$ cat src/rtl/zircon_led_shifter_pkg.sv
// Shared types and defaults for the LED bar serialiser: FSM encoding,
// LED width and the all-off pattern for the active-low LED bar.
package zircon_led_shifter_pkg;

  localparam int LED_W = 8;
  localparam logic [LED_W-1:0] BLANK_DEFAULT = 8'hFF;

  typedef enum logic [2:0] {
    ST_IDLE     = 3'd0,
    ST_LOAD     = 3'd1,
    ST_SHIFT_LO = 3'd2,
    ST_SHIFT_HI = 3'd3,
    ST_LATCH    = 3'd4
  } state_t;

  function automatic logic in_frame(input state_t s);
    case (s)
      ST_LOAD, ST_SHIFT_LO, ST_SHIFT_HI, ST_LATCH: in_frame = 1'b1;
      default:                                     in_frame = 1'b0;
    endcase
  endfunction

endpackage

$ cat src/rtl/zircon_led_shifter_tick_gen.sv
// Free-running period counter; tick is high for one cycle on the terminal count.
// Also intended for POV column timing.
module zircon_tick_gen #(
  parameter int PERIOD = 50000
) (
  input  logic clk,
  input  logic reset,
  output logic tick
);

  localparam int CNT_W = (PERIOD > 1) ? $clog2(PERIOD) : 1;
  localparam logic [CNT_W-1:0] LAST = CNT_W'(PERIOD - 1);

  logic [CNT_W-1:0] cnt;
  logic [CNT_W-1:0] cnt_nxt;

  always_comb begin
    cnt_nxt = cnt;
    if (cnt == LAST) begin
      cnt_nxt = '0;
    end else begin
      cnt_nxt = cnt + CNT_W'(1);
    end
  end

  // tick is registered from the next count so it lines up with cnt == LAST
  always_ff @(posedge clk) begin
    if (reset) begin
      cnt  <= '0;
      tick <= 1'b0;
    end else begin
      cnt  <= cnt_nxt;
      tick <= (cnt_nxt == LAST);
    end
  end

endmodule

$ cat src/rtl/zircon_led_shifter.sv
// Serialises the LED pattern MSB-first into a 74HC595-style latch, then strobes STCP.
// Frames start on a refresh tick, a tick held pending while busy, or a pattern change.
module zircon_led_shifter
  import zircon_led_shifter_pkg::*;
#(
  parameter int                 DATA_W         = LED_W,
  parameter int                 CLK_DIV        = 4,
  parameter int                 REFRESH_CYCLES = 50000,
  parameter logic [DATA_W-1:0]  BLANK_VALUE    = DATA_W'(BLANK_DEFAULT)
) (
  input  logic              csi_clk,
  input  logic              rsi_reset,
  input  logic [DATA_W-1:0] led_data,
  input  logic              led_control,
  output logic              ser_data,
  output logic              ser_clk,
  output logic              ser_latch,
  output logic              busy,
  output logic              frame_done
);

  localparam int DIV_W = $clog2(CLK_DIV + 1);
  localparam int BIT_W = (DATA_W > 1) ? $clog2(DATA_W) : 1;
  localparam logic [DIV_W-1:0] DIV_LAST = DIV_W'(CLK_DIV - 1);

  state_t            state, state_nxt;
  logic [DIV_W-1:0]  div_cnt, div_cnt_nxt;
  logic [BIT_W-1:0]  bit_cnt, bit_cnt_nxt;
  logic [DATA_W-1:0] shadow, shadow_nxt;
  logic [DATA_W-1:0] last_sent, last_sent_nxt;
  logic [DATA_W-1:0] tgt;
  logic              pending, pending_nxt;
  logic              ser_data_nxt;
  logic              tick;
  logic              start;
  logic              div_end;

  zircon_tick_gen #(.PERIOD(REFRESH_CYCLES)) u_tick_gen (
    .clk   (csi_clk),
    .reset (rsi_reset),
    .tick  (tick)
  );

  assign tgt     = led_control ? led_data : BLANK_VALUE;
  assign div_end = (div_cnt == DIV_LAST);
  assign start   = tick | pending | (tgt != last_sent);

  always_comb begin
    state_nxt     = state;
    div_cnt_nxt   = div_cnt;
    bit_cnt_nxt   = bit_cnt;
    shadow_nxt    = shadow;
    last_sent_nxt = last_sent;
    pending_nxt   = pending;
    ser_data_nxt  = ser_data;

    case (state)
      ST_IDLE: begin
        if (start) begin
          state_nxt = ST_LOAD;
        end else begin
          state_nxt = ST_IDLE;
        end
      end
      ST_LOAD: begin
        shadow_nxt    = tgt;
        last_sent_nxt = tgt;
        bit_cnt_nxt   = BIT_W'(DATA_W - 1);
        div_cnt_nxt   = '0;
        state_nxt     = ST_SHIFT_LO;
      end
      ST_SHIFT_LO: begin
        if (div_end) begin
          div_cnt_nxt = '0;
          state_nxt   = ST_SHIFT_HI;
        end else begin
          div_cnt_nxt = div_cnt + DIV_W'(1);
        end
      end
      ST_SHIFT_HI: begin
        if (!div_end) begin
          div_cnt_nxt = div_cnt + DIV_W'(1);
        end else if (bit_cnt == BIT_W'(0)) begin
          div_cnt_nxt = '0;
          state_nxt   = ST_LATCH;
        end else begin
          div_cnt_nxt = '0;
          shadow_nxt  = {shadow[DATA_W-2:0], 1'b0};
          bit_cnt_nxt = bit_cnt - BIT_W'(1);
          state_nxt   = ST_SHIFT_LO;
        end
      end
      ST_LATCH: begin
        if (div_end) begin
          div_cnt_nxt = '0;
          state_nxt   = ST_IDLE;
        end else begin
          div_cnt_nxt = div_cnt + DIV_W'(1);
        end
      end
      default: begin
        div_cnt_nxt = '0;
        state_nxt   = ST_IDLE;
      end
    endcase

    // A tick landing inside a frame (LOAD included) is remembered; repeats collapse.
    if (state == ST_IDLE) begin
      pending_nxt = pending;
    end else if (tick) begin
      pending_nxt = 1'b1;
    end else if (state == ST_LOAD) begin
      pending_nxt = 1'b0;
    end else begin
      pending_nxt = pending;
    end

    // SER only moves while entering/inside the low half of a bit
    if (state_nxt == ST_SHIFT_LO) begin
      ser_data_nxt = shadow_nxt[DATA_W-1];
    end else begin
      ser_data_nxt = ser_data;
    end
  end

  // State, datapath and outputs; outputs decode the next state so they align with it
  always_ff @(posedge csi_clk) begin
    if (rsi_reset) begin
      state      <= ST_IDLE;
      div_cnt    <= '0;
      bit_cnt    <= '0;
      shadow     <= '0;
      last_sent  <= ~BLANK_VALUE;
      pending    <= 1'b0;
      ser_data   <= 1'b0;
      ser_clk    <= 1'b0;
      ser_latch  <= 1'b0;
      busy       <= 1'b0;
      frame_done <= 1'b0;
    end else begin
      state      <= state_nxt;
      div_cnt    <= div_cnt_nxt;
      bit_cnt    <= bit_cnt_nxt;
      shadow     <= shadow_nxt;
      last_sent  <= last_sent_nxt;
      pending    <= pending_nxt;
      ser_data   <= ser_data_nxt;
      ser_clk    <= (state_nxt == ST_SHIFT_HI);
      ser_latch  <= (state_nxt == ST_LATCH);
      busy       <= in_frame(state_nxt);
      frame_done <= (state == ST_LATCH) && (state_nxt == ST_IDLE);
    end
  end

endmodule

$ cat config.mk
export PLATFORM = sky130hd
export DESIGN_NAME = zircon_led_shifter
export DESIGN_NICKNAME = d
export VERILOG_FILES = /design/src/rtl/zircon_led_shifter_pkg.sv /design/src/rtl/zircon_led_shifter_tick_gen.sv /design/src/rtl/zircon_led_shifter.sv
export SDC_FILE = /design/constraint.sdc
export NUM_CORES = 1
export LEC_CHECK = 0
export BUFFER_PORTS_ARGS = -buffer_cell sky130_fd_sc_hd__clkbuf_2
export CAP_MARGIN = 20
export CELL_PAD_IN_SITES_DETAIL_PLACEMENT = 1
export CELL_PAD_IN_SITES_GLOBAL_PLACEMENT = 1
export CORE_MARGIN = 1
export CORE_UTILIZATION = 41
export DETAILED_ROUTE_END_ITERATION = 6
export PLACE_DENSITY_LB_ADDON = 0.3
export SLEW_MARGIN = 25
export SYNTH_ARGS = -nofsm -noshare
export SYNTH_HDL_FRONTEND = slang
export SYNTH_SLANG_ARGS = --single-unit
$ cat constraint.sdc
create_clock -name csi_clk -period 1.61 [get_ports csi_clk]
set_input_delay 0.161 -clock csi_clk [delete_from_list [all_inputs] [get_ports csi_clk]]
set_output_delay 0.161 -clock csi_clk [all_outputs]
set_load 0.1 [all_outputs]
==> impl_summary.log, run 1 <==
[metrics] post-synth design cell area: 2350 um2
[metrics] starting density of the core: 42.7%
[metrics] Peak supply drop: 0.456 mV
[metrics] floorplan die area: 6050 um2
[metrics] DRC violations left: 0
[metrics] number of setup violations in the final report: 1
[metrics] commonest non-fill, non-tap cell in the layout: buf_4
[metrics] fin area: roughly 3200 um2
[metrics] CTS tree: built
[metrics] beginning of the critical path: u_tick_gen.cnt[1]$_SDFF_PP0_
[metrics] P_leak: between 1 and 1.5 nW
[metrics] standard-cell rows: 27
[metrics] hold violation count in the final report: 0
[metrics] critical path arrival: 1.93 ns
[metrics] ordered cell list for the critical path: ha_4 > inv_2 > nor4b_2 > o311ai_2 > nor4_2 > o221a_1
[metrics] global-route wire length before repair: approximately 10,000 um
[metrics] number of detailed-route iterations in the first pass: 4
[metrics] number of buffers inserted for hold repair after clock tree synthesis: 0
[metrics] DPL Wire Length: about 4700 um
[metrics] Initial DRC Count: 89
[metrics] gate count after technology mapping: 283
[metrics] crit end category: flop
[metrics] distinct cell type count after synthesis: 54
[metrics] clock tree root buffer cell: clkbuf_8
[metrics] horizontal die dimension: 77.8 um
[metrics] average routed wire per standard cell: 16.9 um
[metrics] status: complete, but fails checks
[metrics] area of combinational cells with multiple inputs: 1480 um2
[metrics] number of warnings reported in the yosys synthesis log: 0
[metrics] total power: between 0.002 and 0.003 W
[metrics] max-cap viol count: 0
[metrics] Final Critical Period: about 1.7 ns
[metrics] via count of the first global-routing pass: 2,250
[metrics] Worst slew margin: 63.8%
[metrics] final core occ: between 50% and 60%
[metrics] violated checks: negative setup slack
[metrics] placed instance area: 2790 um2
[metrics] FFs w/ async S/R, synth: 0%
[metrics] ratio of final minimum period to clock period: 104%
[metrics] Via-to-Cell Ratio: 5.60
[metrics] FF+latch area: approximately 990 um2
[metrics] RSZ-0062 raised after global routing: yes
[metrics] Post-Synthesis Mean Instance Area: 8.32 um2
[metrics] clock slew at the register clock pins of the worst setup and hold paths: 0.09 ns
[metrics] Synth Flop Type: dfxtp_1
[metrics] type of origin of the critical path: flop
[metrics] maximum fanout along the worst path: 4
[metrics] share of post-route cells with drive strength above 1: 34.6%
[metrics] net total in the final layout: 358
[metrics] global router's overall resource usage: 21.9%
[metrics] Fill cells: 675
[metrics] origin of the critical flop-to-flop path: u_tick_gen.cnt[1]$_SDFF_PP0_
[metrics] final setup skew: 0.00395 ns
[metrics] Post-Synth Simple-Gate Area: about 29%
[metrics] GRT Residual Overflow: 0
[metrics] Inserted Diodes: 0
[metrics] vertical die dimension: 77.8 um
[metrics] category of the critical setup timing path: flop to flop
[metrics] pwr dens: roughly 880 nW/um2
[metrics] Synth Area in XOR/XNOR: under 10%
[metrics] Clock Sink Count: 48
[metrics] Synth Register Bits: 48
[metrics] I/O pin total: 16
[metrics] post-synth net total: 298
[metrics] maximum root-to-sink buffer count: 2
[metrics] initial antenna violation count: 0
[metrics] placeable core region: 5510 um2
[metrics] area added between synthesis and finish: 34.4%
[metrics] commonest non-fill, non-tap cells in the layout: 48 x buf_4, 35 x dfxtp_1, 34 x nor2_1
[metrics] total number of vias: between 2,000 and 2,500
[metrics] IO Port Bufs: 15
[metrics] pin count of the biggest net entering global routing: 27
[metrics] number of antenna-violating nets in the routed design: 0
[metrics] number of enable-type register cells in the synthesized netlist: 0
[metrics] worst-case setup slack after placement: -0.0657 ns
[metrics] CP top delay family: simple AND/OR/NAND/NOR gates
[metrics] R2R Setup Slk: -0.07 ns
[metrics] count of buffer and inverter cells on the critical path: 1
[metrics] register area share after synthesis: roughly two fifths
[metrics] number of buffers added by the clock tree synthesis step: 5
[metrics] insertion delay to the later sink of the worst-skew pair: 0.30 ns
[metrics] worst min-delay path class: input port to flop
[metrics] critical-path cell with the highest stage delay: dfxtp_4
[metrics] proportion of synthesized area in mux cells: less than 1%
[metrics] maximum cell stage delay along the critical path: about 0.38 ns
[metrics] count of pins over their slew limit: 0
[metrics] adder-cell share of the synthesized area: 2.13%
[metrics] hold_sp: rsi_reset
[metrics] worst path required time: 1.85 ns
[metrics] H-tree levels: 2
[metrics] share of the synthesized area in compound gates (AO/OA/AOI/OAI): 18.0%
[metrics] Tightest Pin Transition: ~0.55 ns
[metrics] largest family of logic cells by synthesized area: simple AND/OR/NAND/NOR gates
[metrics] Final Routed Wirelength: 7040 um
[metrics] worst setup slack after layout: -0.0722 ns
[metrics] final RePlAce weighted congestion: 0.813
[metrics] maximum clock rate: 0.594 GHz
worst register-to-register path, stage by stage, from the launching register on:
cell and delay, ns:
dfxtp_4 0.38, ha_4 0.27, inv_2 0.04, nor4b_2 0.30
o311ai_2 0.16, nor4_2 0.26, o221a_1 0.21
path summary, 6_finish.rpt:
check / endpoint / depth (start not counted)
hold / removal: state[2]$_SDFF_PP0_ / 2
setup reg to reg: u_tick_gen.tick$_SDFF_PP0_ / 6
hold reg to reg: shadow[0]$_SDFFE_PP0P_ / 2
setup / recovery: u_tick_gen.tick$_SDFF_PP0_ / 6
where the power goes:
| group | internal, W | leakage (nW) | total, W | switching, W |
|---|---|---|---|---|
| combinational | 0.000233 | 0.771 | 0.000552 | 0.000319 |
| clock | 0.000462 | 0.0552 | 0.000877 | 0.000415 |
| sequential | 0.00128 | 0.398 | 0.00135 | 0.0000760 |
| total | 0.00197 | 1.22 | 0.00278 | 0.000810 |
flip-flops by register name, summed over array words and instances, names as in the netlist:
register	flops
u_tick_gen.cnt	16
last_sent	8
shadow	8
bit_cnt	3
div_cnt	3
state	3
busy	1
frame_done	1
pending	1
ser_clk	1
ser_data	1
ser_latch	1
u_tick_gen.tick	1
layer usage:
layer	vias to the layer above	wire length (um)	track usage, %
met5	-	0	0
met4	0	231	6.04
met3	19	145	4.00
met1	1134	2920	24.6
li1	1140	-	-
met2	35	3740	41.5
stage by stage:
step	setup TNS [ns]	std cells	hold slack [ns]
2_1_floorplan	-0.0320	283	0.378
3_3_place_gp	-0.0656	399	0.444
3_5_place_dp	-0.429	399	0.450
4_1_cts	0	410	0.179
5_1_grt	-0.264	416	0.204
6_report	-0.0722	416	0.188
final cells by class:
type                       count  area share [%]
inverter                       9            1.07
sequential                    48            31.2
timing repair buffer          66            14.8
clock inverter                 2            1.11
tap                           72            2.85
clock buffer                   6            2.29
multi-input combinational    213            46.6
logic make-up (layout without fill, tap and decap cells):
group / after synthesis / after routing
compound gates: 65 / 65
xor+xnor: 14 / 14
fa+ha+maj: 4 / 4
buf+inv: 22 / 83
flops: 48 / 48
mux: 2 / 2
simple gates: 128 / 128
cells in the mapped netlist, drive strengths merged (2+ instances only):
master   instances  share of area (%)
a21oi           26                5.5
a221oi           4                1.5
a31oi            7                1.9
and3             4                1.1
buf              4               0.85
clkbuf           9                1.4
dfxtp           48                 41
ha               4                2.1
inv              8                1.3
mux2             2               0.96
nand2           33                5.3
nand2b           5                1.3
nand3           12                2.8
nand3b           4                1.3
nand4            4                1.7
nand4bb          3                1.4
nor2            37                5.9
nor2b            4                1.1
nor3             5                1.3
nor4             5                1.9
nor4b            2               0.74
nor4bb           2               0.85
o21ai           10                2.1
o31ai            3               0.96
or3              2               0.53
xnor2            5                1.9
xor2             9                3.3
what timing repair did:
| action | in CTS | in global routing |
|---|---|---|
| gates resized for setup | 15 | 36 |
| pin swaps | 9 | 17 |
| setup buffers | 3 | 6 |
| setup endpoints to repair | 18 | 20 |
No activity file was read; power rests on OpenSTA's default activity.
==> inputs of run 2 (changes only) <==
--- a/config.mk
+++ b/config.mk
@@ -10,7 +10,7 @@
 export CELL_PAD_IN_SITES_DETAIL_PLACEMENT = 1
 export CELL_PAD_IN_SITES_GLOBAL_PLACEMENT = 1
 export CORE_MARGIN = 1
-export CORE_UTILIZATION = 41
+export CORE_UTILIZATION = 45
 export DETAILED_ROUTE_END_ITERATION = 6
 export PLACE_DENSITY_LB_ADDON = 0.3
 export SLEW_MARGIN = 25
==> constraint.sdc (replaced) <==
create_clock -name csi_clk -period 1.9 [get_ports csi_clk]
set_input_delay 0.19 -clock csi_clk [delete_from_list [all_inputs] [get_ports csi_clk]]
set_output_delay 0.19 -clock csi_clk [all_outputs]
set_load 0.1 [all_outputs]
==> run 2 against run 1 <==
  * The flow now finishes without violations
  * Sequential cell count stayed put
  * Combinational power decreased by 28%
  * Via count fell by 8.8%
  * Die area fell by 8.7%
  * Count of clock-buffer cells in the layout is 2 higher
  * Worst setup slack improved by 0.21 ns
  * Routed wire length decreased by 16%
  * Sequential power down 16%
  * Critical endpoint unchanged
  * Largest cell class unchanged
==> impl_summary.log, run 2 (synthesized netlist as in run 1, its figures left out) <==
[metrics] average routed wire per standard cell: 15.6 um (-8.1%)
[metrics] floorplan die area: 5520 um2 (-8.7%)
[metrics] net total in the final layout: 325 (-9.2%)
[metrics] sequential power share: 52.9% (+4.3 points)
[metrics] insertion delay to the later sink of the worst-skew pair: 0.30 ns (about the same)
[metrics] Initial DRC Count: 112 (+26%)
[metrics] Reg2Reg Capture Point: u_tick_gen.tick$_SDFF_PP0_
[metrics] P_leak: 0.999 nW (-18%)
[metrics] largest registers in the final layout: u_tick_gen.cnt (16), last_sent (8), shadow (8)
[metrics] critical path arrival: 2.01 ns (+0.08 ns)
[metrics] pin count of the biggest net entering global routing: 23 (-15%)
[metrics] count of buffer and inverter cells on the critical path: 0 (-1)
[metrics] worst min-delay path class: input port to flop
[metrics] type of origin of the critical path: flop
[metrics] global router's overall resource usage: 23.1% (+1.3 points)
[metrics] commonest non-fill, non-tap cells in the layout: 47 x dfxtp_1, 36 x nor2_1, 33 x nand2_1
[metrics] final setup skew: 0.0114 ns (+0.00743 ns)
[metrics] Via-to-Cell Ratio: 5.62 (+0.41%)
[metrics] origin of the critical flop-to-flop path: u_tick_gen.cnt[5]$_SDFF_PP0_
[metrics] cells on worst reg2reg path: 5 (-1)
[metrics] CTS tree: built
[metrics] ordered cell list for the critical path: nand2_1 > nor4_2 > a32oi_1 > nor4_2 > o221a_1
[metrics] GRT Residual Overflow: 0 (unchanged)
[metrics] share of post-route cells with drive strength above 1: 17.4% (-17 points)
[metrics] ratio of final minimum period to clock period: 92.9% (-12 points)
[metrics] Inserted Diodes: 0 (unchanged)
[metrics] number of setup violations in the final report: 0 (-1)
[metrics] Clock Sink Count: 48 (unchanged)
[metrics] number of buffers added by the clock tree synthesis step: 5 (unchanged)
[metrics] number of antenna-violating nets in the routed design: 0 (unchanged)
[metrics] commonest non-fill, non-tap cell in the layout: dfxtp_1
[metrics] horizontal die dimension: 74.3 um (-4.4%)
[metrics] area added between synthesis and finish: 14.5%
[metrics] Net Switching: 0.000633 W (-22%)
[metrics] Final Critical Period: 1.76 ns (+0.0828 ns)
[metrics] combinational share of power: 18.3% (-1.6 points)
[metrics] Placed Cells incl. Taps: 370 (-7.3%)
[metrics] final RePlAce weighted congestion: 0.848 (+4.3%)
[metrics] IO Port Bufs: 15 (unchanged)
[metrics] maximum cell stage delay along the critical path: 0.46 ns (+0.08 ns)
[metrics] starting density of the core: 48.2% (+5.5 points)
[metrics] Tightest Pin Transition: 0.541 ns (-0.00538 ns)
[metrics] CP dominant cell by count: nor4_2
[metrics] vertical die dimension: 74.3 um (-4.4%)
[metrics] cell-internal power: 0.00152 W (-23%)
[metrics] H-tree levels: 2 (unchanged)
[metrics] R2R Setup Slk: 0.14 ns (+0.21 ns)
[metrics] category of the critical setup timing path: flop to flop
[metrics] clock tree root buffer cell: clkbuf_8
[metrics] critical-path cell with the highest stage delay: dfxtp_1
[metrics] top register by number of flip-flops: u_tick_gen.cnt
[metrics] global-route wire length before repair: 9810 um (-6.5%)
[metrics] maximum clock rate: 0.567 GHz (-4.7%)
[metrics] total number of vias: 2,124 (-8.8%)
[metrics] DRC violations left: 0 (unchanged)
[metrics] standard-cell rows: 25 (-7.4%)
[metrics] DPL Wire Length: 4390 um (-6.8%)
[metrics] post-route setup TNS: 0 ns (+0.0722 ns)
[metrics] hold-critical path endpoint: div_cnt[0]$_SDFFE_PP0P_
[metrics] hold violation count in the final report: 0 (unchanged)
[metrics] RSZ-0062 raised after global routing: no
[metrics] CP top delay family: simple AND/OR/NAND/NOR gates
[metrics] count of pins over their slew limit: 0 (unchanged)
[metrics] Worst slew margin: 64.1% (+0.36 points)
[metrics] number of detailed-route iterations in the first pass: 6 (+2)
[metrics] Levels on crit path: 5 (-1)
[metrics] max FFs per register: 16 (unchanged)
[metrics] worst path required time: 2.14 ns (+0.29 ns)
[metrics] clock slew at the register clock pins of the worst setup and hold paths: 0.09 ns (about the same)
[metrics] share of total power consumed by net switching: 29.4% (+0.24 points)
[metrics] via count of the first global-routing pass: 2,149 (-4.5%)
[metrics] status: completed
[metrics] Final Routed Wirelength: 5880 um (-16%)
[metrics] worst hold path stage count: 2 (unchanged)
[metrics] pwr dens: 800 nW/um2 (-9.0%)
[metrics] I/O pin total: 16 (unchanged)
[metrics] placeable core region: 4880 um2 (-11%)
[metrics] crit end category: flop
[metrics] initial antenna violation count: 0 (unchanged)
[metrics] maximum fanout along the worst path: 7 (+3)
[metrics] clock share of power: 28.8% (-2.7 points)
[metrics] non-filler cells in the finished layout: 378 (-9.1%)
[metrics] max-cap viol count: 0 (unchanged)
[metrics] maximum root-to-sink buffer count: 2 (unchanged)
[metrics] Peak supply drop: 0.306 mV (-33%)
[metrics] hold_sp: rsi_reset
==> run 2: cell count changes in the layout (fill, tap and decap cells not counted), moves of 3 or more <==
cell and delta:
buf_4 -30, dfxtp_4 -4, dfxtp_2 -8, inv_1 +3, inv_2 -3, buf_6 -3, dfxtp_1 +12, ha_4 -3
ha_1 +3
==> run 2: area by class of cell <==
type / count / area [um2]
tap: 67 / 83.8
inverter: 9 / 33.8
timing repair buffer: 33 / 210
sequential: 48 / 962
fill: 635 / 2190
multi-input combinational: 213 / 1310
clock buffer: 8 / 90.1
==> run 2: worst max-delay path by stage <==
stage | from | to | slack [ns]
finish | u_tick_gen.cnt[5]$_SDFF_PP0_ | u_tick_gen.tick$_SDFF_PP0_ | 0.14
global route | div_cnt[0]$_SDFFE_PP0P_ | ser_data$_SDFFE_PP0N_ | 0.002
CTS | u_tick_gen.cnt[0]$_SDFF_PP0_ | u_tick_gen.tick$_SDFF_PP0_ | 0.02
detailed placement | u_tick_gen.cnt[0]$_SDFF_PP0_ | u_tick_gen.tick$_SDFF_PP0_ | 0.04
global placement | u_tick_gen.cnt[0]$_SDFF_PP0_ | u_tick_gen.tick$_SDFF_PP0_ | 0.11
floorplan | div_cnt[0]$_SDFFE_PP0P_ | ser_data$_SDFFE_PP0N_ | 0.13
==> run 2: routing by layer <==
metal	global-route usage, %	vias up	part of all wire, %
li1	-	1067	-
met5	0	-	0
met4	5.45	0	1.1
met3	5.01	7	1.8
met1	27.4	1036	44
met2	42.5	14	53
==> run 2: stage by stage <==
stage	worst slack (ns)	hold slack (ns)	instance area, um2	util (%)	total power [W]
6_report	0.135	0.268	2690	55.2	0.00215
5_1_grt	0.00211	0.276	2690	55.2	0.00226
4_1_cts	0.0180	0.261	2680	55.0	0.00217
3_5_place_dp	0.0443	0.451	2590	53.2	0.00155
3_3_place_gp	0.106	0.444	2590	53.2	0.00153
2_1_floorplan	0.129	0.407	2350	-	0.00144
==> run 2: power groups by stage <==
stage / clock, W / combinational [W] / sequential, W
6_report: 0.000621 / 0.000395 / 0.00114
5_1_grt: 0.000678 / 0.000436 / 0.00115
4_1_cts: 0.000641 / 0.000395 / 0.00114
3_5_place_dp: 0 / 0.000390 / 0.00116
3_3_place_gp: 0 / 0.000374 / 0.00116
2_1_floorplan: 0 / 0.000245 / 0.00119
==> run 2: what timing repair did <==
| item | in CTS | in global routing |
|---|---|---|
| setup buffers | 0 | 0 |
| setup endpoints to repair | 0 | 6 |
| hold buffers | 0 | 0 |
| resized for setup | 0 | 4 |
==> inputs of run 3 (changes only) <==
--- a/config.mk
+++ b/config.mk
@@ -9,6 +9,7 @@
 export CAP_MARGIN = 20
 export CELL_PAD_IN_SITES_DETAIL_PLACEMENT = 1
 export CELL_PAD_IN_SITES_GLOBAL_PLACEMENT = 1
+export CORE_ASPECT_RATIO = 1.25
 export CORE_MARGIN = 1
 export CORE_UTILIZATION = 45
 export DETAILED_ROUTE_END_ITERATION = 6
==> run 3 against run 2 <==
  * Count of clock-buffer cells in the layout shrank 3
  * Hold slack worse by 0.024 ns
  * Sequential cell count unchanged
  * Combinational power is 4% lower
  * Core utilization down 1.4 points
  * Clock power is 19% higher
  * Sequential share of layout area is 0.20 points lower
  * Total power increased by 5.2%
  * First-iteration DRC count shrank 7.1%
  * Critical endpoint unchanged
==> impl_summary.log, run 3 (synthesized netlist as in run 1, its figures left out) <==
[metrics] status: completed
[metrics] I/O pin total: 16 (unchanged)
[metrics] hold violation count in the final report: 0 (unchanged)
[metrics] starting density of the core: 46.7% (-1.6 points)
[metrics] insertion delay to the later sink of the worst-skew pair: 0.30 ns (about the same)
[metrics] final RePlAce weighted congestion: 0.839 (-1.1%)
[metrics] commonest non-fill, non-tap cells in the layout: 46 x dfxtp_1, 36 x nor2_1, 33 x nand2_1
[metrics] number of buffers added by the clock tree synthesis step: 5 (unchanged)
[metrics] final setup skew: 0.00826 ns (-0.00312 ns)
[metrics] cells on worst reg2reg path: 5 (unchanged)
[metrics] pwr dens: 835 nW/um2 (+4.4%)
[metrics] worst-case setup slack after placement: -0.000341 ns (-0.0446 ns)
[metrics] critical-path cell with the highest stage delay: dfxtp_1
[metrics] Fill cells: 628 (-1.1%)
[metrics] CP top delay family: simple AND/OR/NAND/NOR gates
[metrics] category of the critical setup timing path: flop to flop
[metrics] non-filler cells in the finished layout: 371 (-1.9%)
[metrics] number of buffers inserted by post-CTS setup repair: 0 (unchanged)
[metrics] maximum fanout along the worst path: 6 (-1)
[metrics] area of combinational cells with multiple inputs: 1330 um2 (+1.3%)
[metrics] Worst slew margin: 64.3% (+0.22 points)
[metrics] Levels on crit path: 5 (unchanged)
[metrics] count of pins over their slew limit: 0 (unchanged)
[metrics] count of cells resized by post-cts repair: 1 (+1)
[metrics] largest registers in the final layout: u_tick_gen.cnt (16), last_sent (8), shadow (8)
[metrics] max FFs per register: 16 (unchanged)
[metrics] number of detailed-route iterations in the first pass: 6 (unchanged)
[metrics] standard-cell rows: 29 (+16%)
[metrics] maximum clock rate: 0.559 GHz (-1.4%)
[metrics] Tightest Pin Transition: 0.537 ns (-0.00326 ns)
[metrics] number of buffers inserted for hold repair after clock tree synthesis: 0 (unchanged)
[metrics] global-route wire length before repair: 9760 um (-0.49%)
[metrics] commonest non-fill, non-tap cell in the layout: dfxtp_1
[metrics] R2R Setup Slk: 0.11 ns (-0.02 ns)
[metrics] critical path arrival: 2.04 ns (+0.03 ns)
[metrics] top register by number of flip-flops: u_tick_gen.cnt
[metrics] termination of the worst setup path: u_tick_gen.tick$_SDFF_PP0_
[metrics] Reg2Reg Capture Point: u_tick_gen.tick$_SDFF_PP0_
[metrics] DRC violations left: 0 (unchanged)
[metrics] placed instance area: 2570 um2 (-0.82%)
[metrics] worst setup slack after layout: 0.111 ns (-0.0245 ns)
[metrics] Clock Sink Count: 48 (unchanged)
[metrics] fin area: 2710 um2 (+0.70%)
[metrics] maximum cell stage delay along the critical path: 0.44 ns (-0.02 ns)
[metrics] worst path required time: 2.15 ns (about the same)
[metrics] Peak supply drop: 0.387 mV (+27%)
[metrics] IO Port Bufs: 15 (unchanged)
[metrics] Placed Cells incl. Taps: 363 (-1.9%)
[metrics] vertical die dimension: 82.9 um (+11%)
[metrics] placeable core region: 5040 um2 (+3.4%)
[metrics] average routed wire per standard cell: 15.8 um (+1.9%)
[metrics] via count of the first global-routing pass: 2,148 (-0.047%)
[metrics] floorplan die area: 5530 um2 (about the same)
[metrics] initial antenna violation count: 0 (unchanged)
[metrics] horizontal die dimension: 66.7 um (-10%)
[metrics] ordered cell list for the critical path: nand4_1 > nor4_4 > a32oi_1 > nor4_2 > o221a_1
[metrics] pin count of the biggest net entering global routing: 20 (-13%)
[metrics] clock slew at the register clock pins of the worst setup and hold paths: 0.09 ns (about the same)
[metrics] clock tree root buffer cell: clkbuf_8
[metrics] H-tree levels: 2 (unchanged)
[metrics] worst min-delay path class: input port to flop
[metrics] ratio of final minimum period to clock period: 94.2% (+1.3 points)
[metrics] number of antenna-violating nets in the routed design: 0 (unchanged)
[metrics] RSZ-0062 raised after global routing: no
[metrics] GRT Residual Overflow: 0 (unchanged)
[metrics] Final Critical Period: 1.79 ns (+0.0245 ns)
[metrics] share of post-route cells with drive strength above 1: 18.4% (+1.1 points)
[metrics] Initial DRC Count: 104 (-7.1%)
[metrics] number of setup violations in the final report: 0 (unchanged)
[metrics] DPL Wire Length: 4250 um (-3.2%)
[metrics] P_leak: 1.02 nW (+1.8%)
[metrics] count of buffer and inverter cells on the critical path: 0 (unchanged)
[metrics] final core occ: 53.8% (-1.4 points)
[metrics] global router's overall resource usage: 22.6% (-0.50 points)
[metrics] beginning of the critical path: u_tick_gen.cnt[9]$_SDFF_PP0_
[metrics] FF+latch area: 963 um2 (+0.13%)
[metrics] total number of vias: 2,158 (+1.6%)
[metrics] net total in the final layout: 323 (-0.62%)
[metrics] maximum root-to-sink buffer count: 2 (unchanged)
[metrics] origin of the critical flop-to-flop path: u_tick_gen.cnt[9]$_SDFF_PP0_
[metrics] type of origin of the critical path: flop
[metrics] crit end category: flop
[metrics] Via-to-Cell Ratio: 5.82 (+3.5%)
[metrics] Final Routed Wirelength: 5880 um (unchanged)
[metrics] area added between synthesis and finish: 15.3%
[metrics] CTS tree: built
[metrics] Inserted Diodes: 0 (unchanged)
[metrics] max-cap viol count: 0 (unchanged)
## run 3: how the worst min path moves through the flow
stage / startpoint / end / slack, ns / cells past startpoint
global route: led_data[0] / last_sent[0]$_SDFFE_PP0P_ / 0.27 / 3
detailed placement: shadow[0]$_SDFFE_PP0P_ / shadow[0]$_SDFFE_PP0P_ / 0.46 / 2
finish: led_data[0] / last_sent[0]$_SDFFE_PP0P_ / 0.24 / 3
floorplan: led_data[0] / last_sent[0]$_SDFFE_PP0P_ / 0.41 / 2
CTS: led_data[0] / last_sent[0]$_SDFFE_PP0P_ / 0.24 / 3
global placement: shadow[0]$_SDFFE_PP0P_ / shadow[0]$_SDFFE_PP0P_ / 0.45 / 2
## run 3: per-layer routing
layer  track usage [%]  vias up  part of all wire, %
met5                 0        -                    0
met4              8.32        0                  2.0
met2              40.3       21                   54
met3              4.40       11                  1.9
li1                  -     1058                    -
met1              25.8     1068                   42
## run 3: metrics by stage
| stage | TNS, ns | hold WS (ns) | total power (W) |
|---|---|---|---|
| 2_1_floorplan | 0 | 0.407 | 0.00144 |
| 3_3_place_gp | 0 | 0.445 | 0.00152 |
| 3_5_place_dp | -0.000341 | 0.455 | 0.00154 |
| 4_1_cts | 0 | 0.238 | 0.00228 |
| 5_1_grt | 0 | 0.273 | 0.00237 |
| 6_report | 0 | 0.244 | 0.00227 |
## run 3: report_power, final
group | total (W) | internal [W] | switching (W)
logic | 0.000379 | 0.000139 | 0.000240
registers | 0.00115 | 0.00108 | 0.0000665
clock network | 0.000741 | 0.000390 | 0.000351
total | 0.00227 | 0.00161 | 0.000657
## run 3: final cells by class
cell class | count | share of cell area, %
Clock inverter | 3 | 1.57
Inverter | 9 | 1.25
Sequential cell | 48 | 35.5
Multi-Input combinational cell | 213 | 49.1
Tap cell | 62 | 2.86
Timing Repair Buffer | 31 | 7.20
Clock buffer | 5 | 2.54
## run 3: worst reg2reg max path, cell delays in order, from the launching register on
cell	delay, ns
dfxtp_1	0.44
nand4_1	0.31
nor4_4	0.35
a32oi_1	0.18
nor4_2	0.27
o221a_1	0.20
